--- src/rtl/seven_seg_pkg.sv ---
// seven_seg_pkg
// Shared types and constants for the seven-segment display slice.
//   seg_t         : 7-bit segment vector, bit 0 = segment a ... bit 6 = segment g
//   SEG_BLANK     : active-low cathode pattern with every segment dark
//   HEX_SEG_TABLE : active-high segment pattern for each hex digit 0..F
package seven_seg_pkg;

  typedef logic [6:0] seg_t;

  localparam seg_t SEG_BLANK = 7'h7F;

  // Lower-case b and d keep 8/B and 0/D distinguishable.
  localparam seg_t HEX_SEG_TABLE [16] = '{
    7'h3F, 7'h06, 7'h5B, 7'h4F, 7'h66, 7'h6D, 7'h7D, 7'h07,
    7'h7F, 7'h6F, 7'h77, 7'h7C, 7'h39, 7'h5E, 7'h79, 7'h71
  };

endpackage

--- src/rtl/hex_to_7seg.sv ---
// hex_to_7seg
// Combinational hex nibble to seven-segment decoder.
// The output is active-high; the caller inverts it for common-anode cathodes.
//   hex : input  [3:0] nibble to decode
//   seg : output seg_t segments a..g at bits 0..6, 1 = lit
module hex_to_7seg
  import seven_seg_pkg::*;
(
  input  logic [3:0] hex,
  output seg_t       seg
);

  assign seg = HEX_SEG_TABLE[hex];

endmodule

--- src/rtl/seven_segment_controller.sv ---
// seven_segment_controller
// Time-multiplexed driver for NUM_DIGITS common-anode seven-segment digits.
// New values are captured into a shadow buffer on valid_in and copied to the
// display buffer only at a frame boundary, so a frame never mixes two values.
// All outputs are registered and lag the counter/index/display state by one cycle.
//
// Parameters:
//   NUM_DIGITS   : digits scanned (1..16)
//   COUNT_PERIOD : clock cycles per digit slot (>= 2)
//   BLANK_CYCLES : anode-off cycles at the start of each slot (0 disables)
// Ports:
//   clk_in    : input  system clock
//   rst_in    : input  synchronous active-high reset
//   val_in    : input  [4*NUM_DIGITS-1:0] hex nibbles, nibble i -> digit i
//   en_in     : input  [NUM_DIGITS-1:0] per-digit enable
//   dp_in     : input  [NUM_DIGITS-1:0] per-digit decimal point, 1 = lit
//   valid_in  : input  capture val_in/en_in/dp_in this cycle
//   an_out    : output [NUM_DIGITS-1:0] anodes, active-low, at most one low
//   cat_out   : output [6:0] cathodes a..g, active-low
//   dp_out    : output decimal-point cathode, active-low
//   frame_out : output one-cycle pulse after each frame boundary
// Optional feature macro: LEADING_ZERO_BLANK_EN (suppresses leading zeros).
module seven_segment_controller
  import seven_seg_pkg::*;
#(
  parameter int NUM_DIGITS   = 8,
  parameter int COUNT_PERIOD = 100000,
  parameter int BLANK_CYCLES = 0
) (
  input  logic                    clk_in,
  input  logic                    rst_in,
  input  logic [4*NUM_DIGITS-1:0] val_in,
  input  logic [NUM_DIGITS-1:0]   en_in,
  input  logic [NUM_DIGITS-1:0]   dp_in,
  input  logic                    valid_in,
  output logic [NUM_DIGITS-1:0]   an_out,
  output logic [6:0]              cat_out,
  output logic                    dp_out,
  output logic                    frame_out
);

  localparam int CW = $clog2(COUNT_PERIOD);
  localparam int IW = (NUM_DIGITS > 1) ? $clog2(NUM_DIGITS) : 1;
  localparam logic [CW-1:0] CNT_LAST = CW'(COUNT_PERIOD - 1);
  localparam logic [IW-1:0] IDX_LAST = IW'(NUM_DIGITS - 1);

  logic [CW-1:0]           slot_cnt;
  logic [IW-1:0]           digit_idx;
  logic [4*NUM_DIGITS-1:0] shadow_val, disp_val;
  logic [NUM_DIGITS-1:0]   shadow_en, disp_en;
  logic [NUM_DIGITS-1:0]   shadow_dp, disp_dp;
  logic                    pending;

  logic slot_end, frame_end, in_blank;
  logic [3:0] cur_nibble;
  seg_t cur_seg;
  logic suppress, show_seg, show_anode;

  assign slot_end  = (slot_cnt == CNT_LAST);
  assign frame_end = slot_end && (digit_idx == IDX_LAST);

  // With no blanking configured the comparison would be constant, so it is
  // removed at elaboration instead.
  if (BLANK_CYCLES > 0) begin : g_blank
    assign in_blank = (slot_cnt < CW'(BLANK_CYCLES));
  end else begin : g_no_blank
    assign in_blank = 1'b0;
  end

  // Slot counter and digit index; the index steps once per completed slot.
  always_ff @(posedge clk_in) begin
    if (rst_in) begin
      slot_cnt  <= '0;
      digit_idx <= '0;
    end else if (slot_end) begin
      slot_cnt  <= '0;
      digit_idx <= (digit_idx == IDX_LAST) ? '0 : digit_idx + 1'b1;
    end else begin
      slot_cnt <= slot_cnt + 1'b1;
    end
  end

  // Double buffer. A valid_in on the boundary cycle itself goes straight to
  // the display so it is not delayed by a whole frame.
  always_ff @(posedge clk_in) begin
    if (rst_in) begin
      shadow_val <= '0;
      shadow_en  <= '0;
      shadow_dp  <= '0;
      disp_val   <= '0;
      disp_en    <= '0;
      disp_dp    <= '0;
      pending    <= 1'b0;
    end else begin
      if (valid_in) begin
        shadow_val <= val_in;
        shadow_en  <= en_in;
        shadow_dp  <= dp_in;
      end
      if (frame_end) begin
        pending <= 1'b0;
        if (valid_in) begin
          disp_val <= val_in;
          disp_en  <= en_in;
          disp_dp  <= dp_in;
        end else if (pending) begin
          disp_val <= shadow_val;
          disp_en  <= shadow_en;
          disp_dp  <= shadow_dp;
        end
      end else if (valid_in) begin
        pending <= 1'b1;
      end
    end
  end

  assign cur_nibble = disp_val[{digit_idx, 2'b00} +: 4];

  hex_to_7seg u_dec (
    .hex (cur_nibble),
    .seg (cur_seg)
  );

`ifdef LEADING_ZERO_BLANK_EN
  logic [NUM_DIGITS-1:0] lz_blank;

  // Walk from the most significant digit down; disabled digits do not break
  // the run of leading zeros. Digit 0 is never suppressed.
  always_comb begin
    logic zero_above;
    zero_above = 1'b1;
    lz_blank   = '0;
    for (int i = NUM_DIGITS - 1; i >= 0; i--) begin
      if ((i != 0) && zero_above && (disp_val[4*i +: 4] == 4'h0)) begin
        lz_blank[i] = 1'b1;
      end
      if (disp_en[i]) begin
        zero_above = zero_above && (disp_val[4*i +: 4] == 4'h0);
      end
    end
  end

  assign suppress = lz_blank[digit_idx];
`else
  assign suppress = 1'b0;
`endif

  // A suppressed digit keeps its anode on only to light its decimal point.
  assign show_seg   = disp_en[digit_idx] && !suppress;
  assign show_anode = disp_en[digit_idx] && (!suppress || disp_dp[digit_idx]) && !in_blank;

  // Registered output stage; cathodes ignore blanking so only anodes and dp gate.
  always_ff @(posedge clk_in) begin
    if (rst_in) begin
      an_out    <= '1;
      cat_out   <= SEG_BLANK;
      dp_out    <= 1'b1;
      frame_out <= 1'b0;
    end else begin
      an_out    <= show_anode ? ~(NUM_DIGITS'(1) << digit_idx) : '1;
      cat_out   <= show_seg ? ~cur_seg : SEG_BLANK;
      dp_out    <= !(show_anode && disp_dp[digit_idx]);
      frame_out <= frame_end;
    end
  end

endmodule

--- config.mk ---
export PLATFORM = sky130hd
export DESIGN_NAME = seven_segment_controller
export DESIGN_NICKNAME = d
export VERILOG_FILES = /design/src/rtl/seven_seg_pkg.sv /design/src/rtl/hex_to_7seg.sv /design/src/rtl/seven_segment_controller.sv
export SDC_FILE = /design/constraint.sdc
export NUM_CORES = 1
export LEC_CHECK = 0
export ABC_CLOCK_PERIOD_IN_PS = 2500
export BUFFER_PORTS_ARGS = -buffer_cell sky130_fd_sc_hd__buf_2
export CAP_MARGIN = 10
export CORE_ASPECT_RATIO = 0.6
export CORE_MARGIN = 3
export CORE_UTILIZATION = 58
export DETAILED_ROUTE_END_ITERATION = 10
export PLACE_DENSITY = 0.82
export SLEW_MARGIN = 20
export SYNTH_ARGS = -nofsm -noshare
export SYNTH_HDL_FRONTEND = slang
export SYNTH_SLANG_ARGS = --single-unit
--- constraint.sdc ---
create_clock -name clk_in -period 2.5 [get_ports clk_in]
set_input_delay 0.25 -clock clk_in [delete_from_list [all_inputs] [get_ports clk_in]]
set_output_delay 0.25 -clock clk_in [all_outputs]
set_load 0.02 [all_outputs]
==> results.md, run 1 <==
- Setup TNS: 0 ns
- Total core area: 9320 um2
- # fillers: 689
- Finished Cell Area: 6570 um2
- Worst slew pin tran: 0.839 ns
- Dpl hpwl: 7750 um
- Ys flop type: dfxtp_1
- Crit end category: flop
- Ys async rst share: 0%
- GRT Total Usage: 22.0%
- Final Non-Filler Cells: 733
- Die height: 82.4 um
- DR WL met3: 719 um
- CTS clk-pin slew, worst paths: 0.06 ns
- # rows: 27
- CTS max path bufs: 2
- Clock Latency Late Sink: 0.42 ns
- Met2 WL: 5280 um
- Setup CP Type: reg -> reg
- Fin Clk Skew: 0.00863 ns
- Avg Synthesized Cell Area: 10.6 um2
- Min cycle time layout: 2.38 ns
- CTS buffer count: 17
- Met1 wire length: 5580 um
- Multi-input gate area: 2670 um2
- Vias per cell: 5.45
- Slew Limit Headroom: 44.1%
- Worst ir drop on vdd: 0.535 mV
- Area post-placement: 6000 um2
- Violation count after the first detailed-routing iteration: 317
- Peak Freq: 419 MHz
- Largest net degree at the start of global routing: 65
- CTS sink count: 134
- Maxcap violations: 0
- Switching fraction of total power: 20.7%
- H-tree level count: 4
- CTS tree: built
- Req. time, crit path: 2.83 ns
- Hold_buf cts: 0
- Hold Vio Cnt, Final: 0
- Comb pwr share: 4.6%
- Critical Path Fanout Max: 64
- Startpoint Class: flop
- Gr ovfl total: 0
- Register area: 2680 um2
- Leak: 0.00255 uW
- Port Buf Inserts: 67
- Post-Route WL: 11,700 um
- Die ar.: 11,000 um2
- Clk pwr share: 49.3%
- RSZ-0062 raised after global routing: yes
- Crit path DAT: 2.72 ns
- PD cells: 728 nW/um2
- Final hold slack: 0.110 ns
- Share of cells above drive strength 1: 29.4%
- Largest stage delay on the critical path: 0.45 ns
- Post-Syn Area: 5640 um2
- First-pass iteration count of the detailed router: 4
- Sequential Power Share: 46.1%
- Syn Nets: 597
- Post-synth EDFFs: 0
- Top Layer Used: met4
- Initial antenna violation count: 0
- Placed Cells: 705
- # diodes: 0
- Nets: 658
- Sw Pwr: 991 uW
- Crit path top cell by count: ha_1
- Post-route antenna net violation count: 0
- First-pass GRT wire length: 18,700 um
- Crit share post-route: 95.4%
- Crit path cell chain: buf_4 -> ha_1 -> ha_1 -> o21ai_0 -> nor4_4 -> buf_12 -> nor2_1 -> a211oi_2
- Pins over their slew limit: 0
- CTS Root Cell: clkbuf_16
- WL/cell: 16.0 um
- Syn. warnings: 0
- Internal power: 3790 uW
- Post-Syn Instances: 533
- Status: finished, final reports clean
- Slowest cell on crit path: nor4_4
- Initial Util: 60.5%
- DRC: 0
- Library cells used by synthesis: 47
- Die width: 133 um
- Flops & latches, synth: 134
- Vias in the first global route: 3,805
- Synth-to-Final Area Change: 16.4%
- DR vias: 3,992
- Boundary Pins: 68
- # setup viols final: 0
- Sequential-to-total area share from yosys stat: 47.5%
- Final Wtd Congestion: 0.844
- Worst min-delay path class: in -> reg
==> worst paths after layout <==
path | startpoint | endpoint | slack [ns] | depth (start not counted)
worst max register to register | digit_idx[0] | disp_val[17] | 0.12 | 8
worst min-delay path | en_in[0] | shadow_en[0] | 0.11 | 3
worst min register to register | slot_cnt[0] | slot_cnt[0] | 0.45 | 1
worst max-delay path | digit_idx[0] | disp_val[17] | 0.12 | 8
==> power by group through the flow <==
stage	clock [uW]	combinational, uW	sequential [uW]
floorplan	0	150	2240
global placement	0	211	2250
detailed placement	0	218	2250
CTS	2390	221	2200
global route	2490	243	2210
finish	2360	219	2200
==> placed cells by master, fill, tap and decap left out, drive strengths merged, types with 5 or more instances in the layout <==
master	Yosys	routed
dfxtp	134	134
nor2	125	125
buf	18	79
mux2i	55	55
a211oi	52	52
nand2	28	28
clkbuf	18	23
ha	13	13
mux4	10	10
inv	10	10
xor2	8	8
nor3	8	8
xnor2	6	6
nand3	5	5
o221ai	5	5
nand4	5	5
a21oi	5	5
==> logic make-up after synthesis <==
group	count (synthesis)	synth area share (%)
XOR/XNOR	14	2.17
AO/OA/AOI/OAI	69	13.2
adder cells (fa/ha/maj)	13	2.88
multiplexers	68	14.3
buffers and inverters	48	5.37
flip-flops	134	47.5
AND/OR/NAND/NOR	187	14.5
==> layout make-up <==
cell class	count	area share, %
tap	130	2.48
clock buffer	23	7.28
sequential	134	40.8
inverter	11	0.629
timing repair buffer	79	7.01
multi-input combinational	351	40.6
clock inverter	5	1.14
==> through the flow <==
step / utilization [%] / total power (uW) / setup slack [ns]
finish: 70.4 / 4780 / 0.115
global route: 70.4 / 4940 / -0.00854
CTS: 70.2 / 4820 / 0.0917
detailed placement: 64.3 / 2470 / 0.140
global placement: 64.3 / 2460 / 0.303
floorplan: - / 2390 / 0.288
==> Yosys cell counts (3+ instances only) <==
| library cell | instances | area (um2) |
|---|---|---|
| buf_2 | 4 | 20.0 |
| xor2_1 | 8 | 70.1 |
| nor3_1 | 7 | 35.0 |
| xnor2_1 | 6 | 52.6 |
| buf_6 | 13 | 146 |
| dfxtp_1 | 134 | 2680 |
| inv_1 | 10 | 37.5 |
| a211oi_1 | 4 | 30.0 |
| a211oi_2 | 48 | 601 |
| a21oi_1 | 4 | 20.0 |
| nor2_1 | 123 | 462 |
| o221ai_1 | 5 | 43.8 |
| mux2_2 | 3 | 33.8 |
| ha_1 | 13 | 163 |
| mux2i_1 | 55 | 551 |
| nand4_1 | 5 | 31.3 |
| nand2_1 | 27 | 101 |
| nand3_1 | 5 | 25.0 |
| o21ai_0 | 4 | 20.0 |
| mux4_2 | 10 | 225 |
| clkbuf_1 | 16 | 60.1 |
==> state kept, by name, summed over array words and instances, names as in the netlist <==
register	count
an_out	8
cat_out	7
digit_idx	3
disp_dp	8
disp_en	8
disp_val	32
dp_out	1
frame_out	1
pending	1
shadow_dp	8
shadow_en	8
shadow_val	32
slot_cnt	17
==> per-layer routing <==
layer  up-vias  track usage, %
met4         0            7.39
met3        16            6.96
met5         -               0
met1      1906            29.2
met2       110            34.6
li1       1960               -
==> worst max-delay path, delay by kind of cell, from the launching register on <==
kind / cells / cell delay (ns)
flops: 1 / 0.36
buf+inv: 2 / 0.50
compound gates: 2 / 0.43
fa+ha+maj: 2 / 0.44
simple gates: 2 / 0.56
==> what timing repair did <==
item | CTS | global route
buffers inserted | 0 | 0
resized for setup | 0 | 5
endpoints found under the setup margin | 0 | 11
Note: power is estimated with default switching activity, not from simulation.
==> inputs of run 2 (changes only) <==
ABC_CLOCK_PERIOD_IN_PS = 2200   (was 2500)
clock period = 2.2 ns   (was 2.5 ns; I/O delays follow)
==> results.md, run 2 (synthesis gave the netlist of run 1 again) <==
- Share of cells above drive strength 1: 33.1% (was 29.4%)
- Vias in the first global route: 4,204 (was 3,805)
- Final hold slack: 0.0885 ns (was 0.110 ns)
- Violation count after the first detailed-routing iteration: 308 (was 317)
- # setup viols final: 0 (unchanged)
- Slew Limit Headroom: 61.0% (was 44.1%)
- Crit end category: flop (unchanged)
- Post-Route WL: 12,500 um (was 11,700 um)
- Leak: 0.00269 uW (was 0.00255 uW)
- First-pass GRT wire length: 20,100 um (was 18,700 um)
- WL/cell: 16.6 um (was 16.0 um)
- Internal power: 4690 uW (was 3790 uW)
- CTS Root Cell: clkbuf_16 (unchanged)
- Total Power: 5860 uW (was 4780 uW)
- Port Buf Inserts: 67 (unchanged)
- Comb pwr share: 4.3% (was 4.6%)
- Hold Vio Cnt, Final: 0 (unchanged)
- Clock Latency Late Sink: 0.41 ns (was 0.42 ns)
- First-pass iteration count of the detailed router: 4 (unchanged)
- Critical Path Fanout Max: 9 (was 64)
- Slowest cell on crit path: mux4_2 (was nor4_4)
- Worst slew pin tran: 0.586 ns (was 0.839 ns)
- Most frequent cells in the layout: dfxtp_1, nor2_1, buf_2 (unchanged)
- Most common cell after layout, fill and taps aside: dfxtp_1 (unchanged)
- Die height: 82.4 um (unchanged)
- Worst min-delay path class: in -> reg (unchanged)
- # diodes: 0 (unchanged)
- Post-route antenna net violation count: 0 (unchanged)
- Vias per cell: 5.52 (was 5.45)
- Reg2Reg Depth: 8 (unchanged)
- Maxcap violations: 0 (unchanged)
- Die width: 133 um (unchanged)
- Total core area: 9320 um2 (unchanged)
- Req. time, crit path: 2.54 ns (was 2.83 ns)
- Sw Pwr: 1170 uW (was 991 uW)
- RSZ-0062 raised after global routing: yes (unchanged)
- Final Wtd Congestion: 0.852 (was 0.844)
- Status: finished, final reports clean (unchanged)
- # rows: 27 (unchanged)
- Initial Util: 60.5% (unchanged)
- Crit path cell chain: buf_12 -> mux4_2 -> mux2_4 -> inv_1 -> ha_1 -> nor3_2 -> a211oi_2 -> o21ai_1 (was buf_4 -> ha_1 -> ha_1 -> o21ai_0 -> nor4_4 -> buf_12 -> nor2_1 -> a211oi_2)
- Fin Clk Skew: 0.00679 ns (was 0.00863 ns)
- Pins over their slew limit: 0 (unchanged)
- Largest net degree at the start of global routing: 50 (was 65)
- Boundary Pins: 68 (unchanged)
- H-tree level count: 4 (unchanged)
- Crit share post-route: 97.3% (was 95.4%)
- CTS sink count: 134 (unchanged)
- Register area: 2690 um2 (was 2680 um2)
- CTS buffer count: 17 (unchanged)
- DR vias: 4,160 (was 3,992)
- CTS clk-pin slew, worst paths: 0.06 ns (about the same)
- CTS tree: built (unchanged)
- Hold_buf cts: 0 (unchanged)
- Initial antenna violation count: 0 (unchanged)
- Nets: 674 (was 658)
- Startpoint Class: flop (unchanged)
- # fillers: 640 (was 689)
- Synth-to-Final Area Change: 21.5% (was 16.4%)
- Peak Freq: 467 MHz (was 419 MHz)
- Die ar.: 11,000 um2 (unchanged)
- Dpl hpwl: 8000 um (was 7750 um)
- Worst hold stages: 3 (unchanged)
- Finished Cell Area: 6860 um2 (was 6570 um2)
- Multi-input gate area: 2690 um2 (was 2670 um2)
- Gr ovfl total: 0 (unchanged)
- Setup CP Type: reg -> reg (unchanged)
- DRC: 0 (unchanged)
- Crit path DAT: 2.48 ns (was 2.72 ns)
- CTS max path bufs: 2 (unchanged)
- Worst ir drop on vdd: 0.687 mV (was 0.535 mV)
- Clk pwr share: 53.0% (was 49.3%)
- Switching fraction of total power: 19.9% (was 20.7%)
- GRT Total Usage: 23.5% (was 22.0%)
- Min cycle time layout: 2.14 ns (was 2.38 ns)
- Largest stage delay on the critical path: 0.50 ns (was 0.45 ns)
- Sequential Power Share: 42.7% (was 46.1%)
- PD cells: 854 nW/um2 (was 728 nW/um2)
- Area post-placement: 6090 um2 (was 6000 um2)
- Top Registers: disp_val x32, shadow_val x32, slot_cnt x17 (unchanged)
-- run 2: cell count changes in the layout (fill, tap and decap cells not counted), sizes merged --
| cell | previous run | this run |
|---|---|---|
| clkinv | 4 | 3 |
| clkinvlp | 0 | 1 |
| clkbuf | 23 | 25 |
| bufinv | 2 | 4 |
| buf | 79 | 95 |
-- run 2: final cells by class --
class,instances,area share (%)
repair buffers,95,8.94
multi-input cells,351,39.2
clock buffers,25,7.66
flip-flops and latches,134,39.2
inverters,11,0.602
well taps,130,2.37
clock inverters,7,2.01
-- run 2: path summary, 6_finish.rpt --
kind / startpoint / end / slack [ns]
hold reg to reg: slot_cnt[0] / slot_cnt[0] / 0.45
setup reg to reg: digit_idx[0] / cat_out[3] / 0.06
hold / removal: en_in[1] / shadow_en[1] / 0.09
setup / recovery: digit_idx[0] / cat_out[3] / 0.06
-- run 2: stage by stage --
step	setup WS (ns)	util (%)	setup TNS, ns	cells
final	0.0599	73.6	0	753
after floorplan	0.0674	-	0	533
after global placement	0.0356	65.3	0	714
after CTS	0.0184	72.6	0	746
after global routing	-0.0485	73.6	-0.0608	753
after detailed placement	-0.0763	65.3	-0.0763	714
-- run 2: worst max-delay path, delay by kind of cell, from the launching register on --
family,cells,cell delay [ns]
mux,2,0.81
flops,1,0.36
fa+ha+maj,1,0.26
buf+inv,2,0.22
compound gates,2,0.22
simple gates,1,0.19
-- run 2: per-layer routing --
metal  global-route usage (%)  up-vias  part of all wire [%]
met3                     6.30       22                   6.6
met5                        0        -                     0
li1                         -     2008                     -
met2                     37.7      162                    45
met1                     30.6     1968                    47
met4                     10.1        0                   1.4
-- run 2: repair_timing --
item	CTS	global route
buffers inserted	0	7
resized for setup	6	11
endpoints found under the hold margin	0	0
pin swaps	0	4
endpoints found under the setup margin	1	41
-- run 2: power groups by stage --
stage                     Sequential, uW  Combinational (uW)  Clock [uW]
after global placement              2550                 242           0
final                               2500                 253        3100
after detailed placement            2560                 250           0
after floorplan                     2550                 170           0
after CTS                           2500                 253        3130
after global routing                2510                 277        3240
==> inputs of run 3 (changes only) <==
SYNTH_HIERARCHICAL = 1   (was unset)
==> results.md, run 3 <==
- Nets: 675 (was 674)
- Most frequent cells in the layout: dfxtp_1, buf_2, nor2_1 (was dfxtp_1, nor2_1, buf_2)
- Comb pwr share: 4.3% (about the same)
- Gr ovfl total: 0 (unchanged)
- # setup viols final: 0 (unchanged)
- Top cell type's share of synthesized area: 47.4% (was 47.5%)
- Post-Syn Instances: 529 (was 533)
- Boundary Pins: 68 (unchanged)
- Die ar.: 11,000 um2 (about the same)
- Total core area: 9320 um2 (unchanged)
- Ys flop type: dfxtp_1 (unchanged)
- Crit path top cell by count: mux4_2
- Top Registers: disp_val x32, shadow_val x32, slot_cnt x17 (unchanged)
- Share of cells above drive strength 1: 29.0% (was 33.1%)
- Die width: 134 um (was 133 um)
- Final Wtd Congestion: 0.850 (was 0.852)
- Placed Cells: 713 (was 714)
- Critical Path Fanout Max: 6 (was 9)
- Dpl hpwl: 8090 um (was 8000 um)
- CTS buffer count: 17 (unchanged)
- Post-route antenna net violation count: 0 (unchanged)
- Post-synth EDFFs: 0 (unchanged)
- Fin Clk Skew: 0.00599 ns (was 0.00679 ns)
- WL/cell: 16.8 um (was 16.6 um)
- PD cells: 786 nW/um2 (was 854 nW/um2)
- Leak: 0.00292 uW (was 0.00269 uW)
- Worst slew pin tran: 0.616 ns (was 0.586 ns)
- Vias per cell: 5.43 (was 5.52)
- Internal power: 4260 uW (was 4690 uW)
- Initial Util: 60.7% (was 60.5%)
- Largest stage delay on the critical path: 0.50 ns (about the same)
- Setup TNS: 0 ns (unchanged)
- Sw Pwr: 1090 uW (was 1170 uW)
- Crit path DAT: 2.48 ns (about the same)
- Switching fraction of total power: 20.4% (was 19.9%)
- Hold Vio Cnt, Final: 0 (unchanged)
- CTS clk-pin slew, worst paths: 0.05 ns (was 0.06 ns)
- Crit end category: flop (unchanged)
- Setup CP Type: reg -> reg (unchanged)
- CTS sink count: 134 (unchanged)
- Pins over their slew limit: 0 (unchanged)
- Port Buf Inserts: 67 (unchanged)
- Final Non-Filler Cells: 750 (was 753)
- Post-Syn Area: 5660 um2 (was 5640 um2)
- # diodes: 0 (unchanged)
- Synth top cells by count: dfxtp_1, nor2_1, mux2i_1 (unchanged)
- Top post-synthesis cells by area: dfxtp_1, mux2i_1, mux2_2 (was dfxtp_1, a211oi_2, mux2i_1)
- Synth-to-Final Area Change: 20.3% (was 21.5%)
- Most common cell after layout, fill and taps aside: dfxtp_1 (unchanged)
- Violation count after the first detailed-routing iteration: 350 (was 308)
- H-tree level count: 4 (unchanged)
- # fillers: 630 (was 640)
- CTS Root Cell: clkbuf_16 (unchanged)
- GRT Total Usage: 23.3% (was 23.5%)
- Startpoint Class: flop (unchanged)
- Vias in the first global route: 4,123 (was 4,204)
- First-pass GRT wire length: 19,700 um (was 20,100 um)
- First-pass iteration count of the detailed router: 5 (was 4)
- Min cycle time layout: 2.13 ns (was 2.14 ns)
- Avg Synthesized Cell Area: 10.7 um2 (was 10.6 um2)
- Initial antenna violation count: 0 (unchanged)
- CTS max path bufs: 2 (unchanged)
- CTS tree: built (unchanged)
- Worst min-delay path class: in -> reg (unchanged)
- Multi-input gate area: 2790 um2 (was 2690 um2)
- Crit path cell chain: buf_6 -> mux4_2 -> nand2_2 -> nand2_4 -> inv_4 -> ha_1 -> mux4_2 -> nand2_1 (was buf_12 -> mux4_2 -> mux2_4 -> inv_1 -> ha_1 -> nor3_2 -> a211oi_2 -> o21ai_1)
- Status: finished, final reports clean (unchanged)
- Maxcap violations: 0 (unchanged)
- Post-layout util: 73.0% (was 73.6%)
- Flops & latches, synth: 134 (unchanged)
- Syn Nets: 594 (was 597)
- Crit share post-route: 96.7% (was 97.3%)
- Sequential Power Share: 46.8% (was 42.7%)
- Req. time, crit path: 2.56 ns (was 2.54 ns)
- Ys async rst share: 0% (unchanged)
- # rows: 27 (unchanged)
- Slowest cell on crit path: mux4_2 (unchanged)
- Post-Route WL: 12,600 um (was 12,500 um)
- Clock Latency Late Sink: 0.42 ns (was 0.41 ns)
- Most common cell in the netlist: dfxtp_1 (unchanged)
- Largest net degree at the start of global routing: 75 (was 50)
- Clk pwr share: 48.9% (was 53.0%)
- Slew Limit Headroom: 58.9% (was 61.0%)
- Peak Freq: 470 MHz (was 467 MHz)
- DRC: 0 (unchanged)
- Library cells used by synthesis: 40 (was 47)
- Final hold slack: 0.0855 ns (was 0.0885 ns)
- Die height: 82.5 um (was 82.4 um)
- Register area: 2690 um2 (about the same)
- Sequential-to-total area share from yosys stat: 47.4% (was 47.5%)
- Total Power: 5350 uW (was 5860 uW)
- Worst ir drop on vdd: 0.548 mV (was 0.687 mV)
- Syn. warnings: 6 (was 0)
- Largest area contributor in the netlist: dfxtp_1 (unchanged)
- DR vias: 4,073 (was 4,160)
-- run 3: area by class of cell --
cell class                 instances  area share, %
multi-input combinational        352           40.9
timing repair buffer              93           8.40
sequential                       134           39.5
clock buffer                      25           7.43
clock inverter                     4          0.662
inverter                          12          0.698
tap                              130           2.39
-- run 3: repair_timing --
action	4_1_cts	5_1_grt
buffers inserted	0	6
pin swaps	0	2
resized for setup	1	13
endpoints found under the setup margin	1	23
hold buffers	0	0
cloned	0	2
-- run 3: power groups by stage --
stage / sequential [uW] / clock (uW) / combinational (uW)
6_report: 2510 / 2620 / 228
5_1_grt: 2510 / 2740 / 253
4_1_cts: 2510 / 2650 / 228
3_5_place_dp: 2560 / 0 / 223
3_3_place_gp: 2550 / 0 / 212
2_1_floorplan: 2550 / 0 / 139
-- run 3: logic make-up (layout without fill, tap and decap cells) --
logic type | count (synthesis) | count (layout) | share of synthesized area [%]
adders and majority gates | 14 | 14 | 3.10
buffers and inverters | 43 | 134 | 3.67
muxes | 118 | 118 | 25.0
AOI/OAI and AO/OA | 14 | 14 | 1.64
DFF | 134 | 134 | 47.4
and+or+nand+nor | 194 | 194 | 17.4
xor gates and xnor gates | 12 | 12 | 1.86
-- run 3: stage by stage --
| step | cell area [um2] | setup WS [ns] |
|---|---|---|
| 5_1_grt | 6810 | -0.00504 |
| 3_3_place_gp | 6160 | 0.0768 |
| 4_1_cts | 6720 | 0.0430 |
| 6_report | 6810 | 0.0736 |
| 3_5_place_dp | 6160 | 0.00845 |
| 2_1_floorplan | 5690 | 0.0261 |
-- run 3: critical path: cells and delay by family (launching register included) --
kind,cells,cell delay (ns)
muxes,2,0.96
DFF,1,0.40
adders and majority gates,1,0.25
and+or+nand+nor,3,0.24
buffers and inverters,2,0.22
-- run 3: path summary, 6_finish.rpt --
| check | from | to | slack (ns) | cells after the start |
|---|---|---|---|---|
| setup / recovery | digit_idx[0] | cat_out[3] | 0.07 | 8 |
| hold / removal | en_in[0] | shadow_en[0] | 0.09 | 3 |
| setup reg to reg | digit_idx[0] | cat_out[3] | 0.07 | 8 |
| hold reg to reg | slot_cnt[0] | slot_cnt[0] | 0.44 | 1 |
-- run 3: per-layer routing --
metal	GRT usage [%]	vias to the layer above	routed length, um
li1	-	1969	-
met1	29.5	1934	5820
met2	37.9	143	5770
met3	6.17	27	768
met4	10.9	0	260
met5	0	-	0
